===== config.mk =====
export PLATFORM = sky130hd
export DESIGN_NAME = sa_sequencer
export DESIGN_NICKNAME = d
export VERILOG_FILES = /design/src/rtl/sa_sequencer.sv
export SDC_FILE = /design/constraint.sdc
export NUM_CORES = 1
export LEC_CHECK = 0
export BUFFER_PORTS_ARGS = -buffer_cell sky130_fd_sc_hd__buf_2
export CAP_MARGIN = 20
export CELL_PAD_IN_SITES_DETAIL_PLACEMENT = 1
export CELL_PAD_IN_SITES_GLOBAL_PLACEMENT = 1
export CORE_ASPECT_RATIO = 1.5
export CORE_MARGIN = 5
export CORE_UTILIZATION = 44
export DETAILED_ROUTE_END_ITERATION = 8
export PLACE_DENSITY = 0.88
export SLEW_MARGIN = 15
export SYNTH_ARGS = -nofsm -noshare
export SYNTH_HDL_FRONTEND = slang
export SYNTH_SLANG_ARGS = --single-unit

===== constraint.sdc =====
create_clock -name clk -period 5 [get_ports clk]
set_input_delay 1.5 -clock clk [delete_from_list [all_inputs] [get_ports clk]]
set_output_delay 1.5 -clock clk [all_outputs]
set_load 0.02 [all_outputs]

===== src/rtl/sa_sequencer.sv =====
// Sequencer for a SIZE x SIZE systolic array: clear, bias load, operand load, MAC,
// optional activation (enabled by macro SA_SEQ_ACT_EN), then a row-major result drain.
module sa_sequencer #(
  parameter int              SIZE   = 8,
  parameter int              DATA_W = 8,
  parameter int              OP_W   = 5,
  parameter logic [OP_W-1:0] MAC_OP = 5'b01001,
  parameter logic [OP_W-1:0] ACT_OP = 5'b01011
) (
  input  logic              clk,
  input  logic              rst,
  input  logic              start,
  input  logic              in_valid,
  output logic              in_ready,
  input  logic [DATA_W-1:0] in_data,
  output logic              out_valid,
  input  logic              out_ready,
  output logic [DATA_W-1:0] out_data,
  output logic              busy,
  output logic              done,
  output logic              sa_rstn,
  output logic              sa_bias_ready,
  output logic              sa_data_ready,
  output logic              sa_data_req,
  output logic [DATA_W-1:0] sa_data,
  output logic [OP_W-1:0]   sa_op,
  input  logic [DATA_W-1:0] sa_data_o
);

  localparam int CW = $clog2(SIZE*SIZE) + 1;
  localparam logic [CW-1:0] C_BIAS     = CW'(SIZE);
  localparam logic [CW-1:0] C_LOAD     = CW'(2*SIZE);
  localparam logic [CW-1:0] C_RES_LAST = CW'(SIZE*SIZE - 1);

  typedef enum logic [3:0] {
    S_IDLE, S_CLR, S_BIAS, S_LOAD, S_MAC, S_ACT, S_DW, S_DO, S_FIN
  } state_t;

  state_t              r_state;
  state_t              w_next;
  logic [CW-1:0]       r_cnt;
  logic [CW-1:0]       r_res;
  logic                r_bias;
  logic                r_data;
  logic                r_req;
  logic                r_sa_rstn;
  logic [DATA_W-1:0]   r_sa_data;
  logic [DATA_W-1:0]   r_out_data;
  logic                w_in_ready;
  logic                w_out_valid;
  logic                w_busy;
  logic                w_done;
  logic [OP_W-1:0]     w_sa_op;
  logic                w_beat;
  logic                w_out_hs;

  always_ff @(posedge clk or posedge rst) begin
    if (rst) r_state <= S_IDLE;
    else     r_state <= w_next;
  end

  always_comb begin
    w_next = r_state;
    case (r_state)
      S_IDLE: if (start) w_next = S_CLR;
      S_CLR:  w_next = S_BIAS;
      S_BIAS: if (r_cnt == C_BIAS) w_next = S_LOAD;
      S_LOAD: if (r_cnt == C_LOAD) w_next = S_MAC;
      S_MAC: begin
        if (r_cnt == CW'(2)) begin
`ifdef SA_SEQ_ACT_EN
          w_next = S_ACT;
`else
          w_next = S_DW;
`endif
        end
      end
      S_ACT:  if (r_cnt == CW'(2)) w_next = S_DW;
      S_DW:   if (r_cnt == CW'(1)) w_next = S_DO;
      S_DO:   if (out_ready) w_next = (r_res == C_RES_LAST) ? S_FIN : S_DW;
      S_FIN:  w_next = S_IDLE;
      default: w_next = S_IDLE;
    endcase
  end

  // Input is refused while a strobe is out, giving at most one word per two cycles.
  always_comb begin
    w_in_ready  = 1'b0;
    w_out_valid = 1'b0;
    w_busy      = 1'b1;
    w_done      = 1'b0;
    w_sa_op     = '0;
    case (r_state)
      S_IDLE: w_busy = 1'b0;
      S_BIAS: w_in_ready = (r_cnt < C_BIAS) && !r_bias && !r_data;
      S_LOAD: w_in_ready = (r_cnt < C_LOAD) && !r_bias && !r_data;
      S_MAC:  w_sa_op = (r_cnt < CW'(2)) ? MAC_OP : '0;
      S_ACT:  w_sa_op = (r_cnt < CW'(2)) ? ACT_OP : '0;
      S_DO:   w_out_valid = 1'b1;
      S_FIN:  w_done = 1'b1;
      default: ;
    endcase
  end

  assign w_beat   = in_valid && w_in_ready;
  assign w_out_hs = w_out_valid && out_ready;

  always_ff @(posedge clk or posedge rst) begin
    if (rst) begin
      r_cnt      <= '0;
      r_res      <= '0;
      r_bias     <= 1'b0;
      r_data     <= 1'b0;
      r_req      <= 1'b0;
      r_sa_rstn  <= 1'b0;
      r_sa_data  <= '0;
      r_out_data <= '0;
    end else begin
      r_bias    <= 1'b0;
      r_data    <= 1'b0;
      r_req     <= 1'b0;
      r_sa_rstn <= (w_next != S_CLR);
      if (w_next != r_state)
        r_cnt <= '0;
      else if (w_beat || r_state == S_MAC || r_state == S_ACT || r_state == S_DW)
        r_cnt <= r_cnt + CW'(1);
      if (w_beat) begin
        r_sa_data <= in_data;
        r_bias    <= (r_state == S_BIAS);
        r_data    <= (r_state == S_LOAD);
      end
      // Read data is sampled at the end of the second wait cycle.
      if (r_state == S_DW && r_cnt == CW'(1))
        r_out_data <= sa_data_o;
      if (r_state == S_IDLE)
        r_res <= '0;
      else if (w_out_hs) begin
        r_req <= 1'b1;
        r_res <= r_res + CW'(1);
      end
    end
  end

  assign in_ready      = w_in_ready;
  assign out_valid     = w_out_valid;
  assign out_data      = r_out_data;
  assign busy          = w_busy;
  assign done          = w_done;
  assign sa_rstn       = r_sa_rstn;
  assign sa_bias_ready = r_bias;
  assign sa_data_ready = r_data;
  assign sa_data_req   = r_req;
  assign sa_data       = r_sa_data;
  assign sa_op         = w_sa_op;

endmodule


After elaboration in Yosys (flattened, before gate mapping):

Index checks and enable logic that the tools add are counted.

* add/subtract/negate cells: 2
* order comparisons: 3
* equal/unequal tests: 15
* multiplexer cells: 23
* reductions and logical operators: 16

Operator list (number)
* $mux 4: 9
* $mux 7: 4
* $pmux 4 s7: 1
* $eq 4x3->1 const B: 4
* $add 7x1->7 const B: 2
* $eq 4x2->1 const B: 2
* $pmux 4 s2: 1
* $eq 7x1->1 const B: 1
* $eq 7x2->1 const B: 1
* $eq 7x4->1 const B: 1
* $eq 7x5->1 const B: 1
* $eq 7x6->1 const B: 1
* $logic_and 1x1->1: 7
* $lt 7x2->1 const B: 1
* $lt 7x4->1 const B: 1
* $lt 7x5->1 const B: 1
* $mux 1: 7
* $eq 4x1->1 const B: 1
* $eq 4x4->1 const B: 1
* $logic_not 4->1: 1
* $ne 4x1->1 const B: 1
* $ne 4x4->1: 1
* $reduce_bool 2->1: 2
* $logic_or 1x1->1: 3
* other kinds (3): 4

* bits in registers: 38
* input bits: 21
* output and inout bits: 29
* word-level logic and storage cells: 68

Depth between registers and ports, before layout:

* depth after elaboration: 10
* mapped depth: 7
* gate-level depth less buffers: 7

Worst setup path after synthesis:

OpenSTA, ideal clock, no wires.

* kind: flip-flop to output port
* start point: register r_state[2]
* end point: output sa_op[3]
* data arrival time: 1.629 ns
* setup slack: 1.871 ns
* cell stages (with the launch flop): 6
* cells stage by stage: dfrtp_1 > buf_2 > clkbuf_1 > nand3_1 > nor3_1 > buf_4

* cells in the longest elaborated chain, start to end: 2
* elaborated cells between the ends (all ways): 3

Ends and longest elaborated chain
* from (decl): line 39 `state_t r_state;`
* from (signal assigned): line 59 `else r_state <= w_next;`
* $eq 4x3->1: line 93 `case (r_state)`
* $pmux 4 s2 *: line 93
* to (decl): line 26 `output logic [OP_W-1:0] sa_op,`

Every way passes the cells marked *; elsewhere a longest branch is shown, timed or not.

Final worst setup path:

* start point: register r_state[2]
* end point: output busy

* cells in the longest elaborated chain, start to end: 2

Ends and longest elaborated chain
* $logic_not 4->1: line 93
* $mux 1: line 93
* to (decl): line 19 `output logic busy,`

Every way passes these cells.

==> results.tsv <==
stage	metric	value	unit
outcome	status	completed	
drt	Post-Route M1 WL	1920	microns
finish	multi-input logic area	963	sq um
yosys	cell taking the most area after synthesis	dfrtp_1	
global_route	vias in the first global route	1680	
worst_setup_path	crit path launch type	register	
placed_design	Port-buffer cells	47	
min_path	HP Class	reg -> reg	
die	die width	65.4	microns
timing	worst-margin pin slew	0.618	ns
drt	Post-DRT Antenna Nets	0	
yosys	Synth top cells by count	38 x dfrtp_1, 16 x mux2_2, 13 x o21ai_0	
timing	fin. max-slew vios	0	
die	Core ar.	0.00450	sq mm
cts	Post-CTS Hold Fix Bufs	0	
yosys	number of library cell types mapped by synthesis	49	
power	Pleak	1.11	nW
worst_setup_path	Worst Path Buf+Inv	2	
global_route	largest net degree at the start of global routing	39	
die	full die area	0.00608	sq mm
finish	fillcell total	525	
cts	CTS tree	yes	
power	VDD IR max	0.000264	V
yosys	synthesized area	0.00202	sq mm
worst_setup_path	Critical Path Fanout Max	18	
cts	Clock H-tree levels	2	
yosys	Avg Cell Area, Syn	10.8	sq um
timing	Max-slew headroom	58.5	%
die	Rows	30	
min_path	hold wc startpoint	sa_data[0]	
worst_setup_path	Crit-path slowest cell	nor4_2	
global_route	initial antenna violation count	0	
min_path	Hold Path Cell Cnt	1	
yosys	Yosys top cell area share	47.0	%
drt	Vias	1582	
yosys	Main synth FF type	dfrtp_1	
finish	Layout area overhead	16.1	%
timing	Fin. Hold Viols	0	
global_route	first-pass GRT wire length	8380	microns
die	die span in y	93.1	microns
worst_setup_path	R2R Setup Slk	2.74	ns
drt	DR WL met2	3010	microns
run	max-cap viol count	0	
yosys	synthesized flop and latch total	38	
yosys	most common cell in the synthesized netlist	dfrtp_1	
cts	Post-CTS Setup Bufs	0	
drt	First DRT Iteration DRCs	46	
global_route	grt ovf	0	
min_path	hold path endpoint	sa_data[0]	
die	Starting Density	44.9	%
yosys	cell count after synthesis	188	
worst_setup_path	Crit path largest cell delay	0.64	ns
drt	drt wl/cell	18.3	microns
placed_design	HPWL after DPL	3880	microns
worst_setup_path	Data arrival, critical path	1.87	ns
finish	n_diodes	0	
cts	Root Driver	clkbuf_8	
die	I/O pins	50	
finish	layout cells sized above 1	36.3	%
cts	PostCTS Resize Cnt	0	
power	PD cells	495	mW/mm^2
timing	Tcrit/Tclk final	67.4	%
cts	CTS max path bufs	2	
drt	vias per cell	5.61	
timing	RSZ-0062 raised after global routing	no	
yosys	Synth area leaders	dfrtp_1 47%, mux2_2 8.9%, o21ai_0 3.2%	
yosys	synth warn	0	
cts	number of buffers created by CTS	5	
worst_setup_path	crit-path leading delay family	simple AND/OR/NAND/NOR gates	
drt	Final Routed Wirelength	5170	microns
timing	final setup vio count	0	
drt	Max Used Layer	met4	
cts	Clock Latency Late Sink	0.30	ns
yosys	number of flops mapped to enable cells by yosys	0	
yosys	post-synthesis sequential area ratio	47.0	%
drt	# DRC	0	
drt	drt pass-1 iters	4	
worst_setup_path	critical path class	reg -> out	
worst_setup_path	worst r2r src	r_cnt[1]	
timing	Hold Slack	0.503	ns
worst_setup_path	R2R Path End	r_cnt[1]	
worst_setup_path	endpoint class of the critical path	output pin	
timing	min cycle time layout	3.37	ns
yosys	asr flop ratio synth	100	%
worst_setup_path	CP Data Required Time	3.50	ns
cts	CTS clk-pin slew, worst paths	0.08	ns
cts	clock sink count	38	
worst_setup_path	crit path cell chain	nor4_2 > inv_1 > buf_2	
timing	Clock Skew	0.00777	ns
timing	Peak Freq	0.297	GHz
finish	Reg area	951	sq um
timing	setup_tns	0	ns
worst_setup_path	reg2reg path depth	7	
placed_design	GP Congestion	0.821	
finish	Final #Nets	258	
drt	WL met3	140	microns
global_route	GRT Total Usage	17.9	%
-- cells by family (layout without fill, tap and decap cells) --
group / after synthesis / after routing / share of synthesized area, %
adder cells (fa/ha/maj): 4 / 4 / 2.47
buffers and inverters: 21 / 66 / 5.57
XOR/XNOR: 4 / 4 / 1.73
multiplexers: 18 / 18 / 9.89
flip-flops: 38 / 38 / 47.0
AO/OA/AOI/OAI: 31 / 31 / 10.5
AND/OR/NAND/NOR: 71 / 71 / 22.7
other: 1 / 2 / 0.185
-- worst register-to-register path, stage by stage, from the launching register on --
cell       delay [ns]
dfrtp_1          0.47
inv_1            0.15
ha_1             0.20
or4b_4           0.51
o2111ai_2        0.23
nand4_2          0.18
o211ai_4         0.32
nor2_1           0.08
-- metal layers --
metal,vias to the layer above,track usage (%)
met5,-,0
met4,0,8.13
met3,9,2.64
met2,29,33.4
met1,776,19.4
li1,768,-
-- how the worst max path moves through the flow --
stage	slack [ns]	start	cells past startpoint	endpoint
2_1_floorplan	1.87	r_state[2]	5	sa_op[3]
3_3_place_gp	2.00	r_state[2]	3	busy
4_1_cts	1.60	r_state[2]	3	busy
5_1_grt	1.45	r_state[2]	3	busy
6_report	1.63	r_state[2]	3	busy
3_5_place_dp	1.93	r_state[2]	3	busy
-- registers in the layout (all words and copies together), names as in the netlist --
register	flops
sa_data_ready	1
r_cnt	7
sa_data	8
r_state	4
sa_data_req	1
out_data	8
sa_bias_ready	1
r_res	7
sa_rstn	1
-- cells in the final DEF (no fill, tap or decap), drive strengths merged, types with 5 or more instances in the layout --
master   n
o21ai   13
inv     10
nand4    8
buf     48
clkbuf   6
mux2    16
nand3    5
nor2     9
nor3     6
a21oi    9
or3      8
nand2   12
dfrtp   38
-- final cells by class --
cell class / count / area share, %
Multi-Input combinational cell: 130 / 41.0
Sequential cell: 38 / 40.5
Timing Repair Buffer: 48 / 10.3
Clock buffer: 6 / 3.51
Tap cell: 48 / 2.56
Inverter: 10 / 1.60
Clock inverter: 2 / 0.532
-- stage by stage --
| step | setup slack, ns | std cells | instance area (sq um) | total power, mW | util (%) |
|---|---|---|---|---|---|
| after detailed placement | 1.93 | 274 | 2250 | 0.942 | 50.1 |
| after CTS | 1.60 | 282 | 2350 | 1.17 | 52.2 |
| after global routing | 1.45 | 282 | 2350 | 1.24 | 52.2 |
| after global placement | 2.00 | 274 | 2250 | 0.919 | 50.1 |
| after floorplan | 1.87 | 189 | 2030 | 0.815 | - |
| final | 1.63 | 282 | 2350 | 1.16 | 52.2 |
-- report_power, final --
group          switching [mW]  internal [mW]  leakage (nW)  total [mW]
Clock                   0.116          0.111        0.0472       0.227
Sequential             0.0985          0.382         0.486       0.481
Combinational           0.268          0.188         0.576       0.456
No activity file was read; power rests on OpenSTA's default activity.
